$ cat src/rtl/hazard_pkg.sv
// Shared types and helpers for the hazard scoreboard: the in-flight entry
// record, the register-file forwarding code and source-field extraction.
package hazard_pkg;

    localparam int ADDR_W_MAX = 8;
    localparam int SRC_VEC_W  = 32;
    localparam int FWD_RF     = 0;

    typedef struct packed {
        logic                  valid;
        logic                  reg_write;
        logic                  mem_read;
        logic [ADDR_W_MAX-1:0] dst;
    } entry_t;

    localparam entry_t ENTRY_NONE = '0;

    // Extracts source s of width w from the packed address bus, zero-extended.
    function automatic logic [ADDR_W_MAX-1:0] src_slice(
        input logic [SRC_VEC_W-1:0] vec,
        input int                   s,
        input int                   w
    );
        logic [ADDR_W_MAX-1:0] mask;
        mask = ~({ADDR_W_MAX{1'b1}} << w);
        return ADDR_W_MAX'(vec >> (s * w)) & mask;
    endfunction

endpackage

$ cat src/rtl/hazard_match.sv
// Compares one ID source register against every tracked entry that can still
// be forwarded from and reports the youngest match and whether it is a load.
module hazard_match
    import hazard_pkg::*;
#(
    parameter int DEPTH = 3,
    parameter int FWD_W = 2
) (
    input  logic                  id_valid,
    input  logic                  src_used,
    input  logic [ADDR_W_MAX-1:0] src,
    input  entry_t [DEPTH-2:0]    entries,
    output logic                  hit,
    output logic                  load_hit,
    output logic [FWD_W-1:0]      youngest_k
);

    logic [DEPTH-2:0] match_s;
    logic [DEPTH-1:0] ld_chain_s;
    logic [FWD_W-1:0] k_chain_s [DEPTH];

    assign ld_chain_s[DEPTH-1] = 1'b0;
    assign k_chain_s[DEPTH-1]  = {FWD_W{1'b0}};

    // Priority chain runs from oldest to youngest so the lowest k wins.
    for (genvar k = 0; k < DEPTH - 1; k++) begin : g_cmp
        assign match_s[k] = id_valid & src_used & entries[k].valid & entries[k].reg_write
                          & (entries[k].dst != {ADDR_W_MAX{1'b0}}) & (entries[k].dst == src);
        assign ld_chain_s[k] = match_s[k] ? entries[k].mem_read : ld_chain_s[k+1];
        assign k_chain_s[k]  = match_s[k] ? FWD_W'(k) : k_chain_s[k+1];
    end

    assign hit        = |match_s;
    assign load_hit   = ld_chain_s[0];
    assign youngest_k = k_chain_s[0];

endmodule

$ cat src/rtl/hazard_scoreboard.sv
// Load-use / RAW stall, forwarding select and branch flush controller that
// tracks in-flight destination registers for the stages after ID.
module hazard_scoreboard
    import hazard_pkg::*;
#(
    parameter int   REG_ADDR_W = 5,
    parameter int   NUM_SRC    = 2,
    parameter int   DEPTH      = 3,
    parameter bit   FWD_EN     = 1'b1,
    parameter int   CNT_W      = 16,
    localparam int  FWD_W      = $clog2(DEPTH + 1)
) (
    input  logic                          clk,
    input  logic                          reset,
    input  logic                          id_valid,
    input  logic [NUM_SRC*REG_ADDR_W-1:0] id_src_addr,
    input  logic [NUM_SRC-1:0]            id_src_used,
    input  logic [REG_ADDR_W-1:0]         id_dst_addr,
    input  logic                          id_reg_write,
    input  logic                          id_mem_read,
    input  logic                          branch_taken,
    output logic                          stall,
    output logic                          flush,
    output logic [NUM_SRC*FWD_W-1:0]      fwd_sel,
    output logic [CNT_W-1:0]              stall_count,
    output logic [CNT_W-1:0]              flush_count
);

    // The WB slot never produces a hazard, so only the DEPTH-1 younger slots are stored.
    entry_t [DEPTH-2:0]         entries_r;
    entry_t [DEPTH-2:0]         next_s;
    entry_t                     head_s;
    logic [SRC_VEC_W-1:0]       src_vec_s;
    logic [NUM_SRC-1:0]         hit_s;
    logic [NUM_SRC-1:0]         load_hit_s;
    logic [NUM_SRC-1:0]         stall_req_s;
    logic [FWD_W-1:0]           young_k_s [NUM_SRC];
    logic [NUM_SRC*FWD_W-1:0]   fwd_next_s;
    logic [NUM_SRC*FWD_W-1:0]   fwd_sel_r;
    logic [CNT_W-1:0]           stall_count_r;
    logic [CNT_W-1:0]           flush_count_r;
    logic                       stall_s;
    logic                       flush_s;

    assign src_vec_s = SRC_VEC_W'(id_src_addr);

    for (genvar s = 0; s < NUM_SRC; s++) begin : g_src
        hazard_match #(
            .DEPTH (DEPTH),
            .FWD_W (FWD_W)
        ) u_match (
            .id_valid   (id_valid),
            .src_used   (id_src_used[s]),
            .src        (src_slice(src_vec_s, s, REG_ADDR_W)),
            .entries    (entries_r),
            .hit        (hit_s[s]),
            .load_hit   (load_hit_s[s]),
            .youngest_k (young_k_s[s])
        );

        // A load can only be forwarded once it has left EX.
        assign stall_req_s[s] = FWD_EN ? (load_hit_s[s] & (young_k_s[s] == {FWD_W{1'b0}}))
                                       : hit_s[s];
        assign fwd_next_s[s*FWD_W +: FWD_W] = (FWD_EN && hit_s[s]) ? young_k_s[s] + FWD_W'(1)
                                                                  : FWD_W'(FWD_RF);
    end

    assign flush_s = reset & branch_taken;
    assign stall_s = reset & ~branch_taken & (|stall_req_s);

    // A stalled or flushed ID instruction enters EX as a bubble.
    assign head_s    = {id_valid & ~stall_s & ~flush_s, id_reg_write, id_mem_read,
                        ADDR_W_MAX'(id_dst_addr)};
    assign next_s[0] = head_s;

    for (genvar k = 1; k < DEPTH - 1; k++) begin : g_shift
        if (k == 1) begin : g_mem
            assign next_s[k] = flush_s ? ENTRY_NONE : entries_r[k-1];
        end else begin : g_older
            assign next_s[k] = entries_r[k-1];
        end
    end

    // In-flight destination tracking.
    always_ff @(posedge clk) begin
        if (!reset) begin
            entries_r <= {(DEPTH-1){ENTRY_NONE}};
        end else begin
            entries_r <= next_s;
        end
    end

    // Forwarding select for the instruction that moves into EX.
    always_ff @(posedge clk) begin
        if (!reset) begin
            fwd_sel_r <= {(NUM_SRC*FWD_W){1'b0}};
        end else if (stall_s || flush_s) begin
            fwd_sel_r <= {(NUM_SRC*FWD_W){1'b0}};
        end else begin
            fwd_sel_r <= fwd_next_s;
        end
    end

    // Saturating stall counter.
    always_ff @(posedge clk) begin
        if (!reset) begin
            stall_count_r <= {CNT_W{1'b0}};
        end else if (stall_s && (stall_count_r != {CNT_W{1'b1}})) begin
            stall_count_r <= stall_count_r + CNT_W'(1);
        end else begin
            stall_count_r <= stall_count_r;
        end
    end

    // Saturating flush counter.
    always_ff @(posedge clk) begin
        if (!reset) begin
            flush_count_r <= {CNT_W{1'b0}};
        end else if (flush_s && (flush_count_r != {CNT_W{1'b1}})) begin
            flush_count_r <= flush_count_r + CNT_W'(1);
        end else begin
            flush_count_r <= flush_count_r;
        end
    end

    assign stall       = stall_s;
    assign flush       = flush_s;
    assign fwd_sel     = fwd_sel_r;
    assign stall_count = stall_count_r;
    assign flush_count = flush_count_r;

endmodule

$ cat config.mk
export PLATFORM = sky130hd
export DESIGN_NAME = hazard_scoreboard
export DESIGN_NICKNAME = d
export VERILOG_FILES = /design/src/rtl/hazard_pkg.sv /design/src/rtl/hazard_match.sv /design/src/rtl/hazard_scoreboard.sv
export SDC_FILE = /design/constraint.sdc
export NUM_CORES = 1
export LEC_CHECK = 0
export CAP_MARGIN = 25
export CORE_MARGIN = 8
export CORE_UTILIZATION = 55
export CTS_CLUSTER_SIZE = 20
export DETAILED_ROUTE_END_ITERATION = 8
export PLACE_DENSITY = 0.85
export SLEW_MARGIN = 0
export SYNTH_ARGS = -nofsm -noshare
export SYNTH_HDL_FRONTEND = slang
export SYNTH_HIERARCHICAL = 1
export SYNTH_SLANG_ARGS = --single-unit
$ cat constraint.sdc
create_clock -name clk -period 6 [get_ports clk]
set_clock_uncertainty 0.2 [all_clocks]
set_input_delay 1.2 -clock clk [delete_from_list [all_inputs] [get_ports clk]]
set_output_delay 1.2 -clock clk [all_outputs]
set_load 0.1 [all_outputs]
======== Yosys cells after proc, flatten, opt, wreduce, memory -nomap -nowiden ========
Index checks and enable logic that the tools add are counted.
operators by class
  add/subtract/negate cells ............... 4
  equality and inequality tests ........... 6
  multiplexer cells ....................... 8
  bitwise operators ....................... 31
  reduce and logical (&&, ||, !) cells .... 13
operator list
  kind                                                             count
  16-bit by 1-bit adder with 16-bit output, second input constant  2
  8-bit by 5-bit == test with 1-bit output                         4
  16-bit != test, second input constant                            2
  1-bit bitwise AND                                                25
  8-bit nonzero test                                               2
  1-bit 2-to-1 mux                                                 8
  2-bit OR reduction                                               4
  1-bit NOT                                                        6
  3-bit OR reduction                                               2
  2-bit by 1-bit adder with 2-bit output, second input constant    2
  2-bit logical NOT                                                2
  1-bit logical AND                                                2
  1-bit logical OR                                                 1
word-level totals
  register bits after elaboration ......... 58
  bits of input ports ..................... 23
  output and inout bits ................... 38
  word-level logic and storage cells ...... 75

======== Logic depth before layout (Yosys ltp) ========
  word-level depth ........................ 14
  gate-level depth with buffers ........... 11

======== Hierarchy ========
The synthesis kept the hierarchy.
by module, submodules not included
  module             instances  cells an instance  area each (um^2)
  hazard_scoreboard  1          242                2332.2
  hazard_match       2          37                 277.8

======== Worst setup path before layout ========
OpenSTA, ideal clock, no wires.
  path type ............................... input -> output
  start point ............................. input id_src_addr[1]
  end point ............................... output stall
  data arrival time ....................... 3.064 ns
  path slack .............................. 1.536 ns
  stages on the path ...................... 9
  path buffers ............................ 0
  cell sequence ........................... xor2_1 -> nor4_2 -> and3_1 -> nor2_1 -> inv_1 -> ha_1 -> a22o_1 -> nand2_4 -> inv_1
RTL lines
  item         line                     source
  from (decl)  hazard_scoreboard.sv:16  input logic [NUM_SRC*REG_ADDR_W-1:0] id_src_addr,
  to (decl)    hazard_scoreboard.sv:22  output logic stall,

==> results.toml <==
[worst_hold_path]
holdCritPathClass = "flip-flop to flip-flop"

[cells_and_area]
finalNetCount = 437
n_antenna_cell = 0
syn_to_final_growth_pct = 29.77
drive_gt1_share_pct = 7.299

[worst_setup_path]
critPathLaunchType = "primary input"
arrival_ns = 3.65
r2r_slack_ns = 3.03
cpPeakStageDelay_ns = 0.55
endpoint_kind = "output port"
worst-path-max-fanout = 9
crit_path_top_delay_cell = "clkdlybuf4s50_1"
path_cells = "clkdlybuf4s50_1, nand4_1, a211oi_1, nand3_1, nor2_1, inv_1, ha_1, a22o_1, nand2_4, inv_1, buf_4"
path_common_cell = "inv_1"
required_ns = 4.60
path_class = "primary input to output port"

[sta]
hold_viol = 0
slew_headroom_pct = 34.03
setup_ws_ns = 0.9532
fin_setup_tns_ns = 0
slew_viol_final = 0
max_slew.worst_pin.slew_ns = 0.9864
finalSetupViolations = 0
rsz0062_at_grt = "false"
finalCriticalPeriod_ns = 5.047
fmax_ghz = 0.1981
fin_crit_sh_pct = 84.11

[clock_tree]
clkLatencyLatePin_ns = 0.30
clock_path_buffers = 2
cts_made_buffers = 5
htree_levels = 2
cts_tree = "yes"
path_clk_slew_ns = 0.09
holdBufCountCts = 0
clockRootBuffer = "clkbuf_8"
cts_num_sinks = 52
cts-resized-gates = 0
postCtsSetupBuffers = 0

[logic_synthesis]
postSynthAreaPerCell_um2 = 9.139
synth_edf_count = 0
yosysUniqueCellTypes = 51
postSynth.asyncResetShare_pct = 0
seq_area_frac_synth_pct = 36.05
yosys_warnings = 6
synth_area_mm2 = 0.002888
syn_inst = 316
synth_ff_type = "dfxtp_1"
synth_seq_cells = 52

[floorplan]
die_w_um = 88.46
io_pins = 61
fp.coreArea_mm2 = 0.005075
fp-row-count = 26
start_util_pct = 56.90
die_h_um = 88.46
die_area_mm2 = 0.007825

[global_routing]
antenna_found_initial = 0
grt_max_degree = 28
grt_pass1_wl_um = 12220
overflow = 0
grt_pass1_vias = 2672
track_usage_pct = 19.48

[routing]
ant_nets = 0
wl_per_cell_um = 14.99
via_per_inst = 5.547
routed_wl_um = 7212
vias = 2668
drc_errors = 0
dr.first_iter.drc_count = 126
dr.pass1.iters = 4

[placement]
port_buffers = 60
place_ws_ns = 1.003
place.gp.congestion = 0.9116
hpwl_um = 5522

[pwr]
powerDensity_mw_per_mm2 = 171.2
ir_drop_mv = 0.1287
leakage_nw = 1.527

[status]
status = "finished, final reports clean"

[run]
drv_cap = 0
[registers in the layout (all words and copies together), names as in the netlist]
signal       count
fwd_sel          4
stall_count     16
flush_count     16
entries_r       16
[synthesized netlist by cell type (all sizes together) (2+ instances only)]
master	instances	area share, %
mux2i	7	2.4
or4	9	2.5
nor3	10	2.1
xnor2	2	0.61
nor2	10	1.3
o31ai	10	2.6
nand2	17	2.5
o21ai	8	1.4
nor4	16	4.9
inv	9	1.2
o31a	2	0.61
or2b	2	0.52
and3	11	2.6
a211oi	6	1.6
and4	4	1.2
dfxtp	52	36
buf	5	1.4
o211ai	2	0.52
and2	18	3.9
a21oi	14	2.4
nand4	21	5.6
xor2	33	10
nand2b	5	1.1
ha	4	1.7
nand3	13	2.4
o41ai	3	1.4
o21a	2	0.52
conb	3	0.39
clkbuf	4	0.52
or3	4	0.87
[cell families after synthesis]
logic type / synth area share, %
flip-flops: 36.05
AND/OR/NAND/NOR: 32.37
other: 0.3899
adder cells (fa/ha/maj): 1.733
AO/OA/AOI/OAI: 13.30
XOR/XNOR: 10.62
multiplexers: 2.426
buffers and inverters: 3.119
[through the flow]
stage	area [um2]	util (%)	total power, mW	hold slack [ns]	instances
floorplan	3019	-	0.4149	0.2520	351
global placement	3654	71.99	0.4413	0.2633	473
detailed placement	3654	71.99	0.4428	0.2804	473
CTS	3747	73.84	0.6442	0.2990	481
global route	3747	73.84	0.6678	0.3080	481
finish	3747	73.84	0.6416	0.2999	481
[where the power goes]
group	internal (mW)	switching [mW]	leakage, nW
Combinational	0.0329	0.0454	1.06
Sequential	0.350	0.00782	0.422
Clock	0.0939	0.111	0.0445
Total	0.477	0.164	1.53
[metal layers]
layer,part of all wire [%],wire length (um),up-vias,GRT usage (%)
met5,0,0,-,0
met4,1.0,74,0,5.837
met3,5.7,410,7,3.807
met2,49,3552,70,34.42
met1,44,3175,1252,23.07
li1,-,-,1339,-
[path summary, 6_finish.rpt]
path / startpoint / cells past startpoint / to
worst max-delay path: id_valid / 11 / stall
worst max register to register: entries_r[3] / 10 / stall_count[9]
worst min register to register: entries_r[10] / 1 / entries_r[21]
worst min-delay path: entries_r[10] / 1 / entries_r[21]
[critical path, delay by kind of cell]
family / cells / cell delay (ns)
and+or+nand+nor: 4 / 0.59
AOI/OAI and AO/OA: 2 / 0.74
buffers and inverters: 4 / 0.92
adders and majority gates: 1 / 0.19
[layout by cell type (no fill, tap or decap), types with 2 or more instances in the layout]
cell type / instances
and4_1: 4
mux2i_1: 7
and2_1: 18
nand4_2: 5
xnor2_1: 2
nand4_1: 16
buf_4: 3
nor3_1: 8
dfxtp_1: 52
or2b_1: 2
o21ai_1: 6
o31a_1: 2
o41ai_2: 2
o31ai_1: 10
nand3_1: 12
nand2b_1: 5
o21ai_0: 2
a21oi_1: 14
o211ai_1: 2
or3_1: 4
nor3_2: 2
or4_1: 8
inv_1: 9
a211oi_1: 6
nor2_1: 10
nor4_1: 11
xor2_1: 33
nor4_2: 4
conb_1: 38
o21a_1: 2
ha_1: 4
nand2_1: 16
clkbuf_8: 6
and3_1: 10
clkdlybuf4s50_1: 58
[cell type report]
class	instances	area, um2
Clock inverter	1	7.507
Multi-Input combinational cell	281	1888
Tap cell	70	87.58
Timing Repair Buffer	61	603.1
Inverter	9	33.78
Fill cell	430	1328
Sequential cell	52	1041
Clock buffer	7	86.33
No activity file was read; power rests on OpenSTA's default activity.
